<file path="config.mk">
export PLATFORM = sky130hd
export DESIGN_NAME = ps2_rx_fifo
export DESIGN_NICKNAME = d
export VERILOG_FILES = /design/src/rtl/ps2_pkg.sv /design/src/rtl/ps2_rx_fifo_sync_fifo.sv /design/src/rtl/ps2_rx_fifo.sv
export SDC_FILE = /design/constraint.sdc
export NUM_CORES = 1
export LEC_CHECK = 0
export ABC_AREA = 1
export BUFFER_PORTS_ARGS = -buffer_cell sky130_fd_sc_hd__buf_2
export CORE_MARGIN = 5
export CORE_UTILIZATION = 50
export CTS_CLUSTER_DIAMETER = 50
export DETAILED_ROUTE_END_ITERATION = 10
export GPL_ROUTABILITY_DRIVEN = 1
export PLACE_DENSITY = 0.69
export RECOVER_POWER = 100
export SLEW_MARGIN = 20
export SYNTH_ARGS = -nofsm -noshare
export SYNTH_HDL_FRONTEND = slang
export SYNTH_SLANG_ARGS = --single-unit
</file>
<file path="constraint.sdc">
create_clock -name clk -period 5 [get_ports clk]
set_input_delay 0.5 -clock clk [delete_from_list [all_inputs] [get_ports clk]]
set_output_delay 0.5 -clock clk [all_outputs]
set_load 0.005 [all_outputs]
</file>
<file path="src/rtl/ps2_pkg.sv">
// Shared types and constants for the PS/2 receiver with key-event FIFO.
package ps2_pkg;

  typedef enum logic [1:0] {
    IDLE,
    DATA,
    PARITY,
    STOP
  } rx_state_t;

  localparam logic [7:0] PS2_EXT_PREFIX = 8'hE0;
  localparam logic [7:0] PS2_BRK_PREFIX = 8'hF0;

  typedef struct packed {
    logic       ext;
    logic       brk;
    logic [7:0] code;
  } key_evt_t;

  localparam int KEY_EVT_W = $bits(key_evt_t);

endpackage

</file>
<file path="src/rtl/ps2_rx_fifo_sync_fifo.sv">
// Show-ahead synchronous FIFO; the head register keeps the last popped entry while empty.
module sync_fifo
  import ps2_pkg::*;
#(
  parameter int WIDTH = KEY_EVT_W,
  parameter int DEPTH = 8
) (
  input  logic                     clk,
  input  logic                     rst_l,
  input  logic                     i_push,
  input  logic                     i_pop,
  input  logic [WIDTH-1:0]         i_din,
  output logic [WIDTH-1:0]         o_dout,
  output logic                     o_full,
  output logic                     o_empty,
  output logic [$clog2(DEPTH):0]   o_count
);

  localparam int AW = $clog2(DEPTH);
  localparam int CW = AW + 1;

  logic [WIDTH-1:0] r_mem [DEPTH];
  logic [AW-1:0]    r_wr_ptr;
  logic [AW-1:0]    r_rd_ptr;
  logic [CW-1:0]    r_count;
  logic [WIDTH-1:0] r_head;

  logic             w_empty;
  logic             w_full;
  logic             w_pop;
  logic             w_push;
  logic [AW-1:0]    w_rd_nxt;

  assign w_empty  = (r_count == '0);
  assign w_full   = (r_count == CW'(DEPTH));
  assign w_pop    = i_pop && !w_empty;
  // a push into a full FIFO only succeeds when the head leaves in the same cycle
  assign w_push   = i_push && (!w_full || w_pop);
  assign w_rd_nxt = r_rd_ptr + AW'(1);

  always_ff @(posedge clk) begin
    if (w_push) begin
      r_mem[r_wr_ptr] <= i_din;
    end
  end

  always_ff @(posedge clk or negedge rst_l) begin
    if (!rst_l) begin
      r_wr_ptr <= '0;
      r_rd_ptr <= '0;
      r_count  <= '0;
      r_head   <= '0;
    end else begin
      if (w_push) begin
        r_wr_ptr <= r_wr_ptr + AW'(1);
      end
      if (w_pop) begin
        r_rd_ptr <= w_rd_nxt;
      end
      if (w_push && !w_pop) begin
        r_count <= r_count + CW'(1);
      end else if (!w_push && w_pop) begin
        r_count <= r_count - CW'(1);
      end
      if (w_pop) begin
        if (r_count > CW'(1)) begin
          r_head <= r_mem[w_rd_nxt];
        end else if (w_push) begin
          r_head <= i_din;
        end
      end else if (w_push && w_empty) begin
        r_head <= i_din;
      end
    end
  end

  assign o_dout  = r_head;
  assign o_full  = w_full;
  assign o_empty = w_empty;
  assign o_count = r_count;

endmodule

</file>
<file path="src/rtl/ps2_rx_fifo.sv">
// PS/2 keyboard receiver: synchroniser, 11-bit deframer with timeout, E0/F0 prefix
// folding and a show-ahead key-event FIFO.
module ps2_rx_fifo
  import ps2_pkg::*;
#(
  parameter int SYNC_STAGES    = 2,
  parameter int FIFO_DEPTH     = 8,
  parameter int TIMEOUT_CYCLES = 50000,
  parameter int PARITY_EN      = 1
) (
  input  logic                          clk,
  input  logic                          rst_l,
  input  logic                          ps2_clk,
  input  logic                          ps2_data,
  input  logic                          rd_en,
  input  logic                          err_clr,
  output logic                          key_rdy,
  output logic [7:0]                    key_out,
  output logic                          key_ext,
  output logic                          key_brk,
  output logic [$clog2(FIFO_DEPTH):0]   fifo_count,
  output logic                          err_parity,
  output logic                          err_frame,
  output logic                          overflow
);

  localparam int              TW      = (TIMEOUT_CYCLES > 2) ? $clog2(TIMEOUT_CYCLES) : 1;
  localparam logic [TW-1:0]   TO_LOAD = TW'(TIMEOUT_CYCLES - 1);

  logic [SYNC_STAGES-1:0] r_clk_sync;
  logic [SYNC_STAGES-1:0] r_data_sync;
  logic                   r_clk_prev;
  logic                   w_clk_s;
  logic                   w_data_s;
  logic                   w_neg_edge;

  rx_state_t   r_state, w_state_nxt;
  logic [2:0]  r_bit_cnt, w_bit_cnt_nxt;
  logic [7:0]  r_shift, w_shift_nxt;
  logic        r_par_ok, w_par_ok_nxt;
  logic [TW-1:0] r_to_cnt, w_to_nxt;
  logic        w_byte_vld;
  logic        w_err_par;
  logic        w_err_frm;

  logic        r_ext_pend;
  logic        r_brk_pend;
  logic        r_push;
  key_evt_t    r_push_evt;
  logic        r_err_parity;
  logic        r_err_frame;
  logic        r_overflow;

  key_evt_t                   w_head;
  logic                       w_full;
  logic                       w_empty;
  logic [$clog2(FIFO_DEPTH):0] w_count;
  logic                       w_drop;

  always_ff @(posedge clk or negedge rst_l) begin
    if (!rst_l) begin
      r_clk_sync  <= '1;
      r_data_sync <= '1;
      r_clk_prev  <= 1'b1;
    end else begin
      r_clk_sync  <= {r_clk_sync[SYNC_STAGES-2:0], ps2_clk};
      r_data_sync <= {r_data_sync[SYNC_STAGES-2:0], ps2_data};
      r_clk_prev  <= w_clk_s;
    end
  end

  assign w_clk_s    = r_clk_sync[SYNC_STAGES-1];
  assign w_data_s   = r_data_sync[SYNC_STAGES-1];
  assign w_neg_edge = r_clk_prev && !w_clk_s;

  always_ff @(posedge clk or negedge rst_l) begin
    if (!rst_l) begin
      r_state   <= IDLE;
      r_bit_cnt <= '0;
      r_shift   <= '0;
      r_par_ok  <= 1'b0;
      r_to_cnt  <= TO_LOAD;
    end else begin
      r_state   <= w_state_nxt;
      r_bit_cnt <= w_bit_cnt_nxt;
      r_shift   <= w_shift_nxt;
      r_par_ok  <= w_par_ok_nxt;
      r_to_cnt  <= w_to_nxt;
    end
  end

  always_comb begin
    w_state_nxt   = r_state;
    w_bit_cnt_nxt = r_bit_cnt;
    w_shift_nxt   = r_shift;
    w_par_ok_nxt  = r_par_ok;
    w_byte_vld    = 1'b0;
    w_err_par     = 1'b0;
    w_err_frm     = 1'b0;
    // down-counter reloads on every edge and idles loaded; terminal count is zero
    if (r_state == IDLE || w_neg_edge) begin
      w_to_nxt = TO_LOAD;
    end else begin
      w_to_nxt = r_to_cnt - TW'(1);
    end

    if (w_neg_edge) begin
      case (r_state)
        IDLE: begin
          if (!w_data_s) begin
            w_state_nxt   = DATA;
            w_bit_cnt_nxt = '0;
          end
        end
        DATA: begin
          w_shift_nxt   = {w_data_s, r_shift[7:1]};
          w_bit_cnt_nxt = r_bit_cnt + 3'd1;
          if (r_bit_cnt == 3'd7) begin
            w_state_nxt = PARITY;
          end
        end
        PARITY: begin
          w_par_ok_nxt = (^r_shift) ^ w_data_s;
          w_state_nxt  = STOP;
        end
        STOP: begin
          if (!w_data_s) begin
            w_err_frm = 1'b1;
          end else if (r_par_ok || (PARITY_EN == 0)) begin
            w_byte_vld = 1'b1;
          end else begin
            w_err_par = 1'b1;
          end
          w_state_nxt = IDLE;
        end
        default: w_state_nxt = IDLE;
      endcase
    end else if (r_state != IDLE && r_to_cnt == '0) begin
      w_err_frm   = 1'b1;
      w_state_nxt = IDLE;
    end
  end

  always_ff @(posedge clk or negedge rst_l) begin
    if (!rst_l) begin
      r_ext_pend   <= 1'b0;
      r_brk_pend   <= 1'b0;
      r_push       <= 1'b0;
      r_push_evt   <= '0;
      r_err_parity <= 1'b0;
      r_err_frame  <= 1'b0;
    end else begin
      r_push       <= 1'b0;
      r_err_parity <= w_err_par;
      r_err_frame  <= w_err_frm;
      if (w_err_par || w_err_frm) begin
        r_ext_pend <= 1'b0;
        r_brk_pend <= 1'b0;
      end else if (w_byte_vld) begin
        if (r_shift == PS2_EXT_PREFIX) begin
          r_ext_pend <= 1'b1;
        end else if (r_shift == PS2_BRK_PREFIX) begin
          r_brk_pend <= 1'b1;
        end else begin
          r_push     <= 1'b1;
          r_push_evt <= {r_ext_pend, r_brk_pend, r_shift};
          r_ext_pend <= 1'b0;
          r_brk_pend <= 1'b0;
        end
      end
    end
  end

  sync_fifo #(
    .WIDTH (KEY_EVT_W),
    .DEPTH (FIFO_DEPTH)
  ) u_fifo (
    .clk     (clk),
    .rst_l   (rst_l),
    .i_push  (r_push),
    .i_pop   (rd_en),
    .i_din   (r_push_evt),
    .o_dout  (w_head),
    .o_full  (w_full),
    .o_empty (w_empty),
    .o_count (w_count)
  );

  assign w_drop = r_push && w_full && !rd_en;

  always_ff @(posedge clk or negedge rst_l) begin
    if (!rst_l) begin
      r_overflow <= 1'b0;
    end else if (w_drop) begin
      r_overflow <= 1'b1;
    end else if (err_clr) begin
      r_overflow <= 1'b0;
    end
  end

  assign key_rdy    = !w_empty;
  assign key_out    = w_head.code;
  assign key_ext    = w_head.ext;
  assign key_brk    = w_head.brk;
  assign fifo_count = w_count;
  assign err_parity = r_err_parity;
  assign err_frame  = r_err_frame;
  assign overflow   = r_overflow;

endmodule
</file>
==> results list <==
- With fillers left out, the area of the finished cells amounts to around 7500 um2.
- In the finished design, the share of the clock period the worst path needs comes to roughly two thirds.
* Worst-path clk slew: 0.06 ns
- In this run the cell area of the synthesized design comes to 6760 um2.
* H-Tree Level Count: 4
* Cell count after synthesis: between 600 and 700
- Global routing consumed, over all layers together, between 15 and 20% of the routing resources.
- Cells with a size suffix above 1 make up 16.6% of the layout.
- Multi-input logic area: between 2000 and 2500 um2
- STA classifies the critical path startpoint as a flip-flop.
* Total gr overflow: 0
- The initial antenna violation count came to 0.
- In the routed layout, each cell is associated on average with a via count of between 5 and 6.
- Once the floorplan was initialized, standard cells occupied around 51% of the core.
- For this run, asynchronously set or reset flops after synthesis account for ~47%.
- Routed WL per cell: 15.3 um
- Setup repair after global routing left no endpoint under its margin.
- Counting the fill cells in the layout gives around 1,100.
- Clock tree synthesis inserted a total of 17 buffers.
* Vias in the first global route: between 4,000 and 5,000
- The count of nets left with antenna violations once routing finished came out at 0.
- Ranking of synthesized cells by instance count: sky130_fd_sc_hd__nor2_1, sky130_fd_sc_hd__edfxtp_1, sky130_fd_sc_hd__dfrtp_1
- Standard cell area after detailed placement: around 7000 um2
- At the pin with the least slew margin, the transition time is about 1.7 ns.
- Among all flip-flop cells after synthesis, the most frequent one is sky130_fd_sc_hd__edfxtp_1.
- The core region is ~13,000 um2.
* Die outline height: between 100 and 150 um
* Area growth from synthesis to layout: 11.1%
- In this run the post-CTS setup repair buffer count came out at 0.
* Violations in the final reports: capacitance limit, slew limit
* Number of enable-type register cells in the synthesized netlist: 80
* Final count of negative-setup-slack endpoints: 0
* Count of boundary I/O pins: 24
- The worst path in the final design needs a cycle of about 3.3 ns, including I/O delays and setup.
* Count leader, synth: sky130_fd_sc_hd__nor2_1
- Pwr dens: between 500 and 600 nW/um2
* Row Count: 42
- MaxCap Viol Count: 1
- The number of antenna diodes in the final layout is 0.
* Static Leak: just under 3 nW
- Post-CTS repair changed the size of 0 cells.
- The share of synthesized area in the top cell type comes to 35.5%.
- By area the synthesized netlist is led by sky130_fd_sc_hd__edfxtp_1, sky130_fd_sc_hd__dfrtp_1, sky130_fd_sc_hd__dfstp_2, sky130_fd_sc_hd__nor2_1, sky130_fd_sc_hd__o21ai_0.
- Die outline area: around 16,000 um2
- Detailed placement ended at an HPWL of 8.13 mm.
- Result of the run: finished, violations left
* Flip-flop and latch area: between 4000 and 5000 um2
- After detailed routing, the number of remaining DRC violations is 0.
- Sequential area share after synthesis: between 60% and 70%
- Unique cell type count in the Yosys netlist: 39
- Clock skew on the completed layout was measured at 0.00576 ns.
- The detailed router placed 4,306 vias in this run.
* Die Span X: approximately 130 um
* Fmax: between 300 and 400 MHz
* First drt pass iteration count: 6
* Synthesis warning total: 0
* Synth Register Bits: around 150
* Overall power after layout: a little over 4 mW
- IR analysis of the VDD net gives a maximum drop of approximately 290 uV.
- The number of nets handed over by synthesis was between 600 and 700.
- Setup TNS: 0 ns
- Largest area contributor in the synthesized netlist: sky130_fd_sc_hd__edfxtp_1
- TritonCTS built the clock tree.
- Entering global routing, the biggest net connects 55 pins.
- Post-Route Hold Slack: between 0.15 and 0.2 ns
- In this run, the number of DRC markers left after iteration 0 of detailed routing was between 400 and 500.
- The clock drives between 150 and 200 sinks.
- Of all nets on the critical path, the largest fanout is 42.
- For the worst setup path, the data arrival time is about 3.7 ns.
- The routed design has about 13 mm of wire.
* Max Root-Sink Buffers: 2
- The number of pins exceeding their max-slew limit in the final report was 43.
* Number of nets in the final layout: ~660
* Count of final hold-check violations: 0
* Clock latency reported for the late side of the worst-skew pair: between 0.4 and 0.5 ns
* Mean Syn Cell Area: between 10 and 15 um2
* Number of buffers added on ports: 23
- The worst setup path is captured at a flip-flop.
- The congestion estimate from routability-driven global placement came to between 0.7 and 0.8.
* Final core area utilization: 56.7%
- The first global-routing pass estimated 21.3 mm of wire.
- Worst Setup Path Type: flip-flop to flip-flop
- The tree is rooted in a sky130_fd_sc_hd__clkbuf_16.
- Measured against its own limit, the worst slew margin works out to -13.8%.
* Worst hold-check path type: input pin to flip-flop
* Crit path required time: 5.35 ns
-- cell type report --
cell class	count	share of cell area (%)
multi-input combinational	384	28.9
clock inverter	10	1.93
clock buffer	22	6.18
sequential	151	55.9
timing repair buffer	26	1.58
inverter	50	2.52
tap	176	2.93
-- sequential cells by signal, summed over array words and instances, names as in the netlist --
| signal | flops |
|---|---|
| r_state | 2 |
| r_push_evt | 10 |
| overflow | 1 |
| r_to_cnt | 16 |
| u_fifo.r_mem | 80 |
| u_fifo.o_count | 4 |
| err_frame | 1 |
| r_brk_pend | 1 |
| r_push | 1 |
| err_parity | 1 |
| u_fifo.r_rd_ptr | 3 |
| u_fifo.r_wr_ptr | 3 |
| r_ext_pend | 1 |
| r_shift | 8 |
| r_bit_cnt | 3 |
| r_data_sync | 2 |
| u_fifo.o_dout | 10 |
| r_par_ok | 1 |
| r_clk_prev | 1 |
| r_clk_sync | 2 |
-- worst paths after layout --
check / cells after the start / from / endpoint / slack [ns]
max: 6 / u_fifo.r_rd_ptr[0] / u_fifo.o_dout[9] / 1.68
min: 1 / ps2_data / r_data_sync[0] / 0.17
max reg2reg: 6 / u_fifo.r_rd_ptr[0] / u_fifo.o_dout[9] / 1.68
min reg2reg: 0 / r_data_sync[0] / r_data_sync[1] / 0.36
max in group asynchronous: 3 / rst_l / r_shift[5] / 2.40
min in group asynchronous: 2 / rst_l / err_frame / 0.74
-- layout by cell type (no fill, tap or decap), types with 7 or more instances in the layout --
cell type / netlist / final
sky130_fd_sc_hd__a21oi_1: 8 / 9
sky130_fd_sc_hd__a21oi_2: 12 / 11
sky130_fd_sc_hd__buf_2: 8 / 11
sky130_fd_sc_hd__clkbuf_1: 9 / 16
sky130_fd_sc_hd__clkbuf_16: 0 / 17
sky130_fd_sc_hd__dfrtp_1: 57 / 57
sky130_fd_sc_hd__dfstp_2: 14 / 13
sky130_fd_sc_hd__edfxtp_1: 80 / 80
sky130_fd_sc_hd__ha_1: 21 / 20
sky130_fd_sc_hd__inv_1: 43 / 44
sky130_fd_sc_hd__nand2_1: 56 / 61
sky130_fd_sc_hd__nand2_2: 10 / 7
sky130_fd_sc_hd__nand3_1: 12 / 12
sky130_fd_sc_hd__nor2_1: 93 / 101
sky130_fd_sc_hd__o211ai_1: 20 / 20
sky130_fd_sc_hd__o21ai_0: 56 / 66
sky130_fd_sc_hd__o21ai_1: 21 / 19
sky130_fd_sc_hd__o21ai_2: 21 / 13
sky130_fd_sc_hd__xor2_1: 8 / 8
-- kinds of logic (layout without fill, tap and decap cells) --
family	after synthesis	after routing	share of synthesized area (%)
AOI/OAI and AO/OA	141	141	13.1
xor gates and xnor gates	14	14	1.81
adders and majority gates	21	21	3.89
buffers and inverters	69	108	4.28
DFF	151	151	62.1
muxes	2	2	0.315
and+or+nand+nor	206	206	14.5
-- per-stage QoR --
step                      worst slack, ns  instances
final                                1.68        819
after global routing                 1.39        819
after CTS                            2.29        819
after detailed placement             2.37        786
after global placement               2.54        786
after floorplan                      3.02        604
-- routing by layer --
layer	GRT usage, %	wire (um)
met5	0	0
met4	5.87	160
met3	4.57	591
met2	27.1	6130
met1	21.9	5630
-- power by group --
group          leakage, nW  switching [mW]  internal, mW
clock                0.291           0.487         0.814
sequential            1.61           0.109          1.44
combinational         1.04           0.792         0.461
total                 2.94            1.39          2.72
-- worst max-delay path: stages (launching register included) --
cell,delay (ns)
sky130_fd_sc_hd__dfrtp_1,0.32
sky130_fd_sc_hd__clkbuf_1,1.23
sky130_fd_sc_hd__ha_2,0.90
sky130_fd_sc_hd__o21ai_0,0.22
sky130_fd_sc_hd__o211ai_1,0.25
sky130_fd_sc_hd__o211ai_1,0.15
sky130_fd_sc_hd__a21oi_2,0.17
-- timing repair --
item | CTS | global route
endpoints found under the hold margin | 8 | 0
hold buffers | 1 | 0
endpoints found under the setup margin | 0 | 0
Power figures use the tool's default switching activity.
